`src/rtl/cpu_types.sv`:
```
// Shared OTTER pipeline types: pipeline control state, NOP bubble, hazard helpers.
package cpu_types;

  typedef enum logic [1:0] {
    PC_RUN,
    PC_DRAIN,
    PC_TAKE
  } pipe_state_t;

  typedef logic [31:0] instr_t;

  // All-zero word: opcode 7'b0, every write/mem enable decodes to 0
  localparam instr_t NOP_BUBBLE = 32'h0000_0000;

  typedef struct packed {
    logic pc_stall;
    logic if_id_stall;
    logic de_ex_bubble;
    logic if_id_flush;
    logic int_taken;
  } hz_ctrl_t;

  localparam hz_ctrl_t HZ_IDLE = '0;

  function automatic logic ld_use(
    input logic       memread,
    input logic [4:0] rd,
    input logic [4:0] rs1,
    input logic [4:0] rs2,
    input logic       rs1_used,
    input logic       rs2_used
  );
    logic hit1;
    logic hit2;
    hit1 = rs1_used && (rs1 == rd);
    hit2 = rs2_used && (rs2 == rd);
    return memread && (rd != 5'd0) && (hit1 || hit2);
  endfunction

endpackage

```
`src/rtl/intr_sync.sv`:
```
// Multi-flop synchronizer for the async INTR level with rising-edge pulse.
module intr_sync #(
  parameter int SYNC_STAGES = 2
) (
  input  logic clk_i,
  input  logic rst_i,
  input  logic async_i,
  output logic rise_o
);

  logic [SYNC_STAGES-1:0] sync_q;
  logic                   prev_q;

  always_ff @(posedge clk_i or posedge rst_i) begin
    if (rst_i) begin
      sync_q <= '0;
      prev_q <= 1'b0;
    end else begin
      sync_q <= {sync_q[SYNC_STAGES-2:0], async_i};
      prev_q <= sync_q[SYNC_STAGES-1];
    end
  end

  assign rise_o = sync_q[SYNC_STAGES-1] & ~prev_q;

endmodule

```
`src/rtl/pipe_hazard_ctrl.sv`:
```
// OTTER stall/flush/interrupt sequencer: load-use stalls, branch flushes,
// pipeline drain before trap entry, and debug event counters.
module pipe_hazard_ctrl
  import cpu_types::*;
#(
  parameter int SYNC_STAGES  = 2,
  parameter int DRAIN_CYCLES = 3,
  parameter int CNT_W        = 32
) (
  input  logic             CLK,
  input  logic             RESET,
  input  logic [4:0]       DE_RS1_ADDR,
  input  logic [4:0]       DE_RS2_ADDR,
  input  logic             DE_RS1_USED,
  input  logic             DE_RS2_USED,
  input  logic             EX_MEMREAD,
  input  logic [4:0]       EX_RD_ADDR,
  input  logic             EX_JB_TAKEN,
  input  logic             INTR,
  input  logic             MIE,
  output logic             PC_STALL,
  output logic             IF_ID_STALL,
  output logic             DE_EX_BUBBLE,
  output logic             IF_ID_FLUSH,
  output logic             INT_TAKEN,
  output logic [CNT_W-1:0] STALL_CNT,
  output logic [CNT_W-1:0] FLUSH_CNT
);

  localparam int DCW = (DRAIN_CYCLES > 1) ? $clog2(DRAIN_CYCLES) : 1;
  localparam logic [DCW-1:0] DRAIN_LAST = DCW'(DRAIN_CYCLES - 1);

  pipe_state_t      state_q, state_d;
  logic [DCW-1:0]   cnt_q, cnt_d;
  logic             pend_q, pend_d;
  logic [CNT_W-1:0] stall_cnt_q, stall_cnt_d;
  logic [CNT_W-1:0] flush_cnt_q, flush_cnt_d;
  hz_ctrl_t         ctl;
  logic             intr_rise;
  logic             ld_haz;

  intr_sync #(
    .SYNC_STAGES(SYNC_STAGES)
  ) u_intr_sync (
    .clk_i  (CLK),
    .rst_i  (RESET),
    .async_i(INTR),
    .rise_o (intr_rise)
  );

  assign ld_haz = ld_use(EX_MEMREAD, EX_RD_ADDR,
                         DE_RS1_ADDR, DE_RS2_ADDR,
                         DE_RS1_USED, DE_RS2_USED);

  always_ff @(posedge CLK or posedge RESET) begin
    if (RESET) begin
      state_q     <= PC_RUN;
      cnt_q       <= '0;
      pend_q      <= 1'b0;
      stall_cnt_q <= '0;
      flush_cnt_q <= '0;
    end else begin
      state_q     <= state_d;
      cnt_q       <= cnt_d;
      pend_q      <= pend_d;
      stall_cnt_q <= stall_cnt_d;
      flush_cnt_q <= flush_cnt_d;
    end
  end

  always_comb begin
    state_d     = state_q;
    cnt_d       = cnt_q;
    pend_d      = pend_q;
    stall_cnt_d = stall_cnt_q;
    flush_cnt_d = flush_cnt_q;
    ctl         = HZ_IDLE;

    // Edges seen once a trap is already in flight merge into it
    if (intr_rise && (state_q == PC_RUN)) begin
      pend_d = 1'b1;
    end

    unique case (state_q)
      PC_RUN: begin
        if (EX_JB_TAKEN) begin
          ctl.if_id_flush  = 1'b1;
          ctl.de_ex_bubble = 1'b1;
          flush_cnt_d      = flush_cnt_q + CNT_W'(1);
        end else if (ld_haz) begin
          ctl.pc_stall     = 1'b1;
          ctl.if_id_stall  = 1'b1;
          ctl.de_ex_bubble = 1'b1;
          stall_cnt_d      = stall_cnt_q + CNT_W'(1);
        end else if (pend_q && MIE) begin
          state_d = PC_DRAIN;
          cnt_d   = '0;
        end
      end
      PC_DRAIN: begin
        ctl.pc_stall     = 1'b1;
        ctl.if_id_stall  = 1'b1;
        ctl.de_ex_bubble = 1'b1;
        // An older branch retiring still redirects fetch
        if (EX_JB_TAKEN) begin
          ctl.pc_stall    = 1'b0;
          ctl.if_id_flush = 1'b1;
          flush_cnt_d     = flush_cnt_q + CNT_W'(1);
        end
        if (cnt_q == DRAIN_LAST) begin
          state_d = PC_TAKE;
        end else begin
          cnt_d = cnt_q + DCW'(1);
        end
      end
      PC_TAKE: begin
        ctl.int_taken    = 1'b1;
        ctl.if_id_flush  = 1'b1;
        ctl.de_ex_bubble = 1'b1;
        pend_d           = 1'b0;
        state_d          = PC_RUN;
      end
      default: begin
        state_d = PC_RUN;
      end
    endcase
  end

  assign PC_STALL     = ctl.pc_stall     & ~RESET;
  assign IF_ID_STALL  = ctl.if_id_stall  & ~RESET;
  assign DE_EX_BUBBLE = ctl.de_ex_bubble & ~RESET;
  assign IF_ID_FLUSH  = ctl.if_id_flush  & ~RESET;
  assign INT_TAKEN    = ctl.int_taken    & ~RESET;
  assign STALL_CNT    = stall_cnt_q;
  assign FLUSH_CNT    = flush_cnt_q;

endmodule
```
`config.mk`:
```
export PLATFORM = sky130hd
export DESIGN_NAME = pipe_hazard_ctrl
export DESIGN_NICKNAME = d
export VERILOG_FILES = /design/src/rtl/cpu_types.sv /design/src/rtl/intr_sync.sv /design/src/rtl/pipe_hazard_ctrl.sv
export SDC_FILE = /design/constraint.sdc
export NUM_CORES = 1
export LEC_CHECK = 0
export CORE_MARGIN = 2
export CORE_UTILIZATION = 49
export CTS_CLUSTER_SIZE = 10
export DETAILED_ROUTE_END_ITERATION = 10
export PLACE_DENSITY = 0.8
export RECOVER_POWER = 100
export SLEW_MARGIN = 20
export SYNTH_ARGS = -nofsm -noshare
export SYNTH_HDL_FRONTEND = slang
export SYNTH_HIERARCHICAL = 1
export SYNTH_SLANG_ARGS = --single-unit
```
`constraint.sdc`:
```
create_clock -name CLK -period 3.6 [get_ports CLK]
set_input_delay 0.72 -clock CLK [delete_from_list [all_inputs] [get_ports CLK]]
set_output_delay 0.72 -clock CLK [all_outputs]
set_load 0.005 [all_outputs]
```
After elaboration in Yosys (flattened, before gate mapping)
Index checks and enable logic that the tools add are counted.
{ "classes": {"n_addsub": 3, "eq_ne": 10, "n_mux": 20, "bitwise": 9, "reduce_logical": 16} }
{ "op_table": {"columns": ["cell", "count"], "rows": [
  ["adder 32 x 1 -> 32 bit (second input constant)", 2],
  ["two-way mux 2 bit", 9],
  ["case mux 2 bit (2 select lines)", 3],
  ["== test 5 bit", 2],
  ["inequality test 2 bit (second input constant)", 4],
  ["AND 1 bit", 6],
  ["logical AND 1 bit", 6],
  ["two-way mux 1 bit", 6],
  ["case mux 2 bit (3 select lines)", 1],
  ["AND reduction 5 bit", 1],
  ["nonzero test 5 bit", 1],
  ["== test 2 bit (second input constant)", 2],
  ["AND reduction 4 bit", 1],
  ["nonzero test 2 bit", 2],
  ["two-way mux 3 bit", 1],
  ["NOT 1 bit", 3],
  ["AND reduction 3 bit", 1],
  ["adder 2 x 1 -> 2 bit (second input constant)", 1],
  ["== test 2 x 1 -> 1 bit (second input constant)", 1],
  ["zero test 2 bit", 1],
  ["inequality test 2 x 1 -> 1 bit (second input constant)", 1],
  ["AND reduction 2 bit", 1],
  ["OR reduction 2 bit", 1],
  ["logical OR 1 bit", 1]
]} }
{ "totals": {"register_bits": 72, "inputBits": 23, "out_inout_bits": 69, "wordCells": 65} }

Logic depth before layout (Yosys ltp)
Gate-level depths: netlist of run 1.
{ "logic_depth": {"ltp_word": 8, "ltp_mapped": 8, "ltp_nobuf": 7} }

Cells and area by module
The synthesis of run 1 kept the hierarchy.
{ "by_module_without_submodules": {"columns": ["mod", "n_inst", "cells_per_inst", "area_per_inst_um2", "seq_area_each_um2"], "rows": [
  ["pipe_hazard_ctrl", 1, 321, 3540.9, 1726.7],
  ["intr_sync", 1, 5, 92.6, 75.1]
]} }

Worst setup path after synthesis of run 1
Ideal clock, no wire load.
{ "synth_timing": {"kind": "input -> output", "from": "in RESET", "to": "out IF_ID_STALL", "arrival_ns": 2.434, "required_time_ns": 2.880, "path_slack_ns": 0.446, "stages": 2, "path_cell_list": "inv_1 o21a_1"} }
{ "synth_via": {"elab_chain_len": 2} }
{ "synth_rtl": {"columns": ["item", "line", "source"], "rows": [
  ["start, declared", "pipe_hazard_ctrl.sv:11", "input logic RESET,"],
  ["NOT 1 bit", "pipe_hazard_ctrl.sv:130", "assign IF_ID_STALL = ctl.if_id_stall & ~RESET;"],
  ["AND 1 bit", "pipe_hazard_ctrl.sv:130", null],
  ["end, declared", "pipe_hazard_ctrl.sv:22", "output logic IF_ID_STALL,"]
]} }
Every way passes these cells.

Final worst setup path of run 1
{ "layout_timing": {"from": "in EX_RD_ADDR[0]", "to": "out PC_STALL"} }
{ "layout_via": {"elab_chain_len": 8, "word_cells_on_any_way": 12, "cone_classes": "2 x eq/ne; 3 x mux; 1 x bitwise; 6 x reduce/logical"} }
{ "layout_rtl": {"columns": ["item", "line", "source"], "rows": [
  ["start, declared", "pipe_hazard_ctrl.sv:17", "input logic [4:0] EX_RD_ADDR,"],
  ["== test 5 bit, on equally long branches", "cpu_types.sv:35, cpu_types.sv:36", null],
  ["logical AND 1 bit, on equally long branches", "cpu_types.sv:35, cpu_types.sv:36", null],
  ["logical OR 1 bit", "cpu_types.sv:37", "return memread && (rd != 5'd0) && (hit1 || hit2);"],
  ["logical AND 1 bit *", "cpu_types.sv:37", null],
  ["two-way mux 3 bit *", "pipe_hazard_ctrl.sv:90", "end else if (ld_haz) begin"],
  ["two-way mux 2 bit *", "pipe_hazard_ctrl.sv:86", "if (EX_JB_TAKEN) begin"],
  ["case mux 2 bit (2 select lines) *", "pipe_hazard_ctrl.sv:84", "unique case (state_q)"],
  ["AND 1 bit *", "pipe_hazard_ctrl.sv:129", "assign PC_STALL = ctl.pc_stall & ~RESET;"],
  ["end, declared", "pipe_hazard_ctrl.sv:21", "output logic PC_STALL,"]
]} }
Mark *: on every way between the ends. The rest lies on a longest branch, timed or not.

==> results of run 1 <==
[worst max-delay path: stages]
cell and delay, ns:
sky130_fd_sc_hd__clkdlybuf4s50_1 0.47, sky130_fd_sc_hd__or4_4 0.58, sky130_fd_sc_hd__o211a_4 0.28, sky130_fd_sc_hd__nand2_1 0.13
sky130_fd_sc_hd__a211oi_1 0.10, sky130_fd_sc_hd__clkdlybuf4s50_1 0.47
[routing by layer]
layer  up-vias  wire length [µm]  track usage (%)
met5         -                 0                0
met4         0               125             8.59
met3        10               381             3.60
met2        85              3950             34.6
met1      1409              3480             26.3
li1       1350                 -                -
[cells by family (layout without fill, tap and decap cells)]
| logic type | after synthesis | in the layout |
|---|---|---|
| simple gates | 130 | 130 |
| buf+inv | 20 | 125 |
| flops | 72 | 72 |
| xor+xnor | 72 | 72 |
| fa+ha+maj | 7 | 7 |
| compound gates | 21 | 21 |
| mux | 4 | 4 |
[report_power, final]
group / switching, mW / internal [mW] / leakage (nW)
Combinational: 0.225 / 0.228 / 1.26
Clock: 0.322 / 0.341 / 0.0989
Sequential: 0.0674 / 0.874 / 0.980
[state kept, by name, summed over array words and instances, names as in the netlist]
signal / flops
FLUSH_CNT: 32
STALL_CNT: 32
cnt_q: 2
state_q: 2
u_intr_sync/sync_q: 2
pend_q: 1
u_intr_sync/prev_q: 1
[path summary, 6_finish.rpt]
kind	start	to	slack [ns]	depth (start not counted)
max	EX_RD_ADDR[0]	PC_STALL	0.12	6
min	u_intr_sync/sync_q[0]	u_intr_sync/sync_q[1]	0.36	0
max reg2reg	state_q[1]	FLUSH_CNT[31]	0.53	7
min reg2reg	u_intr_sync/sync_q[0]	u_intr_sync/sync_q[1]	0.36	0
max in group asynchronous	RESET	cnt_q[1]	1.05	3
min in group asynchronous	RESET	u_intr_sync/prev_q	0.79	2
[placed cells by master (no fill, tap or decap), types with 2 or more instances in the layout]
| cell type | instances |
|---|---|
| sky130_fd_sc_hd__nor4_1 | 5 |
| sky130_fd_sc_hd__nand3b_1 | 2 |
| sky130_fd_sc_hd__nor3_1 | 7 |
| sky130_fd_sc_hd__a211oi_1 | 2 |
| sky130_fd_sc_hd__nand3_1 | 21 |
| sky130_fd_sc_hd__clkinvlp_4 | 2 |
| sky130_fd_sc_hd__dlygate4sd3_1 | 69 |
| sky130_fd_sc_hd__nand2_1 | 21 |
| sky130_fd_sc_hd__buf_4 | 2 |
| sky130_fd_sc_hd__clkbuf_8 | 10 |
| sky130_fd_sc_hd__and2_1 | 3 |
| sky130_fd_sc_hd__and4_1 | 3 |
| sky130_fd_sc_hd__clkdlybuf4s50_1 | 22 |
| sky130_fd_sc_hd__nor2_1 | 12 |
| sky130_fd_sc_hd__nand4_2 | 5 |
| sky130_fd_sc_hd__nor4b_1 | 2 |
| sky130_fd_sc_hd__mux2_2 | 3 |
| sky130_fd_sc_hd__xnor2_1 | 52 |
| sky130_fd_sc_hd__inv_1 | 12 |
| sky130_fd_sc_hd__nand3_2 | 3 |
| sky130_fd_sc_hd__xor2_1 | 20 |
| sky130_fd_sc_hd__clkbuf_1 | 3 |
| sky130_fd_sc_hd__nor3b_1 | 2 |
| sky130_fd_sc_hd__ha_1 | 7 |
| sky130_fd_sc_hd__dfrtp_1 | 72 |
| sky130_fd_sc_hd__and3_1 | 16 |
| sky130_fd_sc_hd__nor2b_1 | 3 |
| sky130_fd_sc_hd__nand4_1 | 18 |
| sky130_fd_sc_hd__a21oi_1 | 4 |
| sky130_fd_sc_hd__o21ai_0 | 3 |
| sky130_fd_sc_hd__o211ai_1 | 5 |
[per-stage QoR]
step / hold WS [ns] / worst slack, ns
finish: 0.355 / 0.125
detailed placement: 0.342 / 0.123
global route: 0.360 / 0.0129
floorplan: 0.331 / 0.446
global placement: 0.338 / 0.176
CTS: 0.359 / 0.116
[final cells by class]
cell class | instances | area (µm²)
Tap cell | 99 | 124
Inverter | 12 | 45.0
Fill cell | 604 | 2400
Clock buffer | 10 | 138
Sequential cell | 72 | 1800
Timing Repair Buffer | 97 | 942
Clock inverter | 6 | 67.6
Multi-Input combinational cell | 234 | 1700
==> reports/results.txt, run 1 <==
number of pins with negative max-slew slack in the final report - 70
violations in the final reports - max-capacitance violations, max-slew violations
shortest clock period the worst path allows after layout - 3.48 ns
number of remaining DRC errors - 0
first-pass iteration count of the detailed router - 4
commonest cells in the synthesized netlist - sky130_fd_sc_hd__dfrtp_1 (72), sky130_fd_sc_hd__xnor2_1 (52), sky130_fd_sc_hd__nand2_1 (21), sky130_fd_sc_hd__nand3_1 (21), sky130_fd_sc_hd__xor2_1 (20)
flip-flop and latch count after synthesis - 72
Crit Path Class - in -> out
Unique masters post-synth - 46
final number of setup-violating endpoints - 0
antenna cell count - 0
average via count per standard cell - 5.38
dominant combinational cell family by area after synthesis - simple AND/OR/NAND/NOR gates
Clock H-tree levels - 3
placer congestion estimate - 0.809
insertion delay to the later sink of the worst-skew pair - 0.35 ns
post-synth net total - 356
maximum clock frequency - 0.288 GHz
Req. time, crit path - 2.88 ns
multiplexer share of the synthesized area - 1.21%
die extent in x - 90.1 µm
total routed wirelength - 7940 µm
vias after detailed routing - 2854
top-count cell post-synth - sky130_fd_sc_hd__dfrtp_1
routed len/inst - 15.0 µm
path category of the worst min-delay check - reg -> reg
parity-gate share of the synthesized area counting xor and xnor cells - 17.4%
# rows - 31
setup TNS after final layout - 0 ns
number of endpoints with negative hold slack in the final report - 0
core outline area - 0.00721 mm²
cells after synthesis - 326
number of nets in the final layout - 456
GRT Resource Usage Total - 20.6%
setup repair after global routing missed its margin - no
clock tree from TritonCTS - yes
Setup crit end kind - primary output
clk_skew - 0.00825 ns
Bufs on Longest Clock Path - 2
final cell count without fillers - 530
fraction of layout cells with a size suffix above 1 - 8.58%
initial core utilization - 50.4%
synthesis-to-layout area growth - 32.6%
number of warning messages in the yosys log - 6
number of buffers added to fix hold violations after cts - 0
most frequently used flop master after synthesis - sky130_fd_sc_hd__dfrtp_1
arrival time at the worst endpoint - 2.76 ns
post-synthesis instance area - 0.00363 mm²
first-pass GRT wire length - 13700 µm
half-perimeter wire length of the detailed placement result - 5740 µm
Antenna Nets Post-Route - 0
outcome - complete, but fails checks
Post-DP Area - 0.00468 mm²
share of the synthesized area in the top cell type - 49.6%
maximum number of pins on one net before global-route repair - 70
buffers inserted during post-CTS setup optimization - 0
root cell of the clock tree - sky130_fd_sc_hd__clkbuf_8
cell leakage power - 2.34 nW
number of synthesized flops with an enable pin - 0
post-route total power - 2.06 mW
reported max-cap violation count - 1
IO Count - 92
clock slew at the register clock pins of the worst setup and hold paths - 0.08 ns
worst vdd ir - 0.303 mV
library cell with the largest summed area after synthesis - sky130_fd_sc_hd__dfrtp_1
peak fanout along the critical path - 9
count of input and output buffers - 91
area fraction in compound gates after synthesis - 4.37%
die area - 0.00812 mm²
post-synthesis share of cell area spent on and, or, nand and nor gates - 22.6%
Worst-Margin Slew - 1.68 ns
DIE HEIGHT - 90.1 µm
number of global-route vias before repair - 2848
Worst setup SP type - primary input
number of cells after detailed placement - 514
GRT overflow - 0
number of sinks handled by clock tree synthesis - 72
adder and majority gate portion of the synthesized area - 2.41%
part of the cycle the worst path needs - 96.5%
syn avg cell area - 11.1 µm²
post-layout instance area - 0.00482 mm²
sequential cell area fraction in the yosys report - 49.6%
CTS Buf Count - 9
Slew Limit Headroom - -11.9%
share of the core filled with cells - 66.8%
Synth async-reset ratio - 100%
number of instances resized during post-cts repair - 0
Power Density - 427 mW/mm²
synth top area cells - sky130_fd_sc_hd__dfrtp_1 (50%), sky130_fd_sc_hd__xnor2_1 (13%), sky130_fd_sc_hd__xor2_1 (4.8%)
DRC marker count from the first detailed-route iteration - 119
initial antenna violation count - 0
Note: power is estimated with default switching activity, not from simulation.
==> run 2: changes to the inputs <==
--- a/config.mk
+++ b/config.mk
@@ -5,9 +5,9 @@
 export SDC_FILE = /design/constraint.sdc
 export NUM_CORES = 1
 export LEC_CHECK = 0
+export CAP_MARGIN = 40
 export CORE_MARGIN = 2
 export CORE_UTILIZATION = 49
-export CTS_CLUSTER_SIZE = 10
 export DETAILED_ROUTE_END_ITERATION = 10
 export PLACE_DENSITY = 0.8
 export RECOVER_POWER = 100
==> reports/results.txt, run 2 (synthesis results as in run 1) <==
violations in the final reports - max-capacitance violations, max-slew violations
average via count per standard cell - 5.38
synthesis-to-layout area growth - 33.7%
switching power - 0.636 mW
first-pass GRT wire length - 13900 µm
Slew Limit Headroom - -3.98%
root cell of the clock tree - sky130_fd_sc_hd__clkbuf_8
die area - 0.00812 mm²
insertion delay to the later sink of the worst-skew pair - 0.35 ns
# rows - 31
Slowest Stage Delay on Critical Path - 0.58 ns
initial core utilization - 50.4%
maximum number of pins on one net before global-route repair - 44
part of the power in registers - 45.4%
worst vdd ir - 0.287 mV
Bufs on Longest Clock Path - 2
placer congestion estimate - 0.809
commonest non-fill, non-tap cell in the layout - sky130_fd_sc_hd__dfrtp_1
cell repeated most along the worst path - sky130_fd_sc_hd__clkdlybuf4s50_1
outcome - complete, but fails checks
number of global-route vias before repair - 2858
fraction of layout cells with a size suffix above 1 - 9.26%
setup slack of the most critical reg-to-reg path - 0.89 ns
DIE HEIGHT - 90.1 µm
Power Density - 426 mW/mm²
number of remaining DRC errors - 0
Worst-Margin Slew - 1.56 ns
clk_skew - 0.0136 ns
cells along the critical path - clkdlybuf4s50_1 > or4_4 > o211a_4 > nand2_1 > a211oi_2 > clkdlybuf4s50_1
P_int - 1.43 mW
share of the core filled with cells - 67.3%
IO Count - 92
routed len/inst - 15.5 µm
setup repair after global routing missed its margin - no
fraction of power consumed by the clock network - 32.1%
first-pass iteration count of the detailed router - 4
maximum clock frequency - 0.288 GHz
arrival time at the worst endpoint - 2.75 ns
number of nets in the final layout - 457
final number of setup-violating endpoints - 0
GRT Resource Usage Total - 21.1%
Clock H-tree levels - 3
number of cells after detailed placement - 515
half-perimeter wire length of the detailed placement result - 5910 µm
switching part of the total power - 30.7%
clock tree from TritonCTS - yes
shortest clock period the worst path allows after layout - 3.47 ns
antenna cell count - 0
part of the power in combinational logic - 22.5%
cell leakage power - 2.37 nW
CTS Buf Count - 9
peak fanout along the critical path - 9
initial antenna violation count - 0
path category of the worst min-delay check - reg -> reg
setup TNS after final layout - 0 ns
number of endpoints with negative hold slack in the final report - 0
number of sinks handled by clock tree synthesis - 72
final cell count without fillers - 531
number of pins with negative max-slew slack in the final report - 27
Req. time, crit path - 2.88 ns
buffers inserted during post-CTS setup optimization - 0
Setup crit end kind - primary output
count of input and output buffers - 91
clock slew at the register clock pins of the worst setup and hold paths - 0.08 ns
Worst setup SP type - primary input
Antenna Nets Post-Route - 0
Crit Path Class - in -> out
DRC marker count from the first detailed-route iteration - 121
reported max-cap violation count - 1
count of filler cells inserted in the layout - 590
most used cells in the layout excluding fill and tap cells - sky130_fd_sc_hd__dfrtp_1 (72), sky130_fd_sc_hd__dlygate4sd3_1 (69), sky130_fd_sc_hd__xnor2_1 (52)
part of the cycle the worst path needs - 96.3%
die extent in x - 90.1 µm
vias after detailed routing - 2857
total routed wirelength - 8220 µm
Hold Slack - 0.355 ns
core outline area - 0.00721 mm²
slowest cell on the critical path - sky130_fd_sc_hd__or4_4
GRT overflow - 0
[run 2: critical path, delay by kind of cell]
family	cells	cell delay (ns)
buf+inv	2	0.93
simple gates	2	0.72
compound gates	2	0.37
[run 2: power groups by stage]
stage	registers (mW)	logic (mW)	clock network, mW
after global routing	0.953	0.516	0.717
after detailed placement	0.962	0.479	0
after CTS	0.947	0.486	0.680
after global placement	0.959	0.458	0
final	0.941	0.466	0.664
after floorplan	0.952	0.271	0
[run 2: final timing paths]
| check | from | end | cells after the start |
|---|---|---|---|
| hold / removal | u_intr_sync/sync_q[0] | u_intr_sync/sync_q[1] | 0 |
| setup / recovery | EX_RD_ADDR[0] | PC_STALL | 6 |
| hold reg to reg | u_intr_sync/sync_q[0] | u_intr_sync/sync_q[1] | 0 |
| max in group asynchronous | RESET | STALL_CNT[0] | 4 |
| setup reg to reg | state_q[1] | FLUSH_CNT[24] | 7 |
| min in group asynchronous | RESET | u_intr_sync/prev_q | 2 |
[run 2: layer usage]
metal / part of all wire [%] / track usage (%)
met3: 4.4 / 3.69
met1: 43 / 27.0
met5: 0 / 0
met4: 1.2 / 9.23
met2: 51 / 35.2
[run 2: final cells by class]
type	count	area, µm²	area share [%]
Tap cell	99	124	2.55
Clock buffer	9	124	2.55
Inverter	12	45.0	0.927
Sequential cell	72	1800	37.1
Timing Repair Buffer	98	965	19.9
Clock inverter	7	77.6	1.60
Multi-Input combinational cell	234	1720	35.4
[run 2: through the flow]
stage	total power [mW]	instance area (µm²)	worst slack [ns]
2_1_floorplan	1.22	3630	0.446
3_3_place_gp	1.42	4680	0.176
3_5_place_dp	1.44	4700	0.132
4_1_cts	2.11	4900	0.117
5_1_grt	2.19	4860	0.0663
6_report	2.07	4860	0.132
[run 2: what timing repair did]
item | 4_1_cts | 5_1_grt
gates resized for setup | 0 | 1
setup endpoints to repair | 0 | 1
hold buffers | 0 | 0
==> run 3: changes to the inputs <==
--- a/config.mk
+++ b/config.mk
@@ -9,6 +9,7 @@
 export CORE_MARGIN = 2
 export CORE_UTILIZATION = 49
 export DETAILED_ROUTE_END_ITERATION = 10
+export HOLD_SLACK_MARGIN = 0.1
 export PLACE_DENSITY = 0.8
 export RECOVER_POWER = 100
 export SLEW_MARGIN = 20
==> results of run 3 <==
Same layout as run 2: the final DEF is identical, and so are final timing and power.
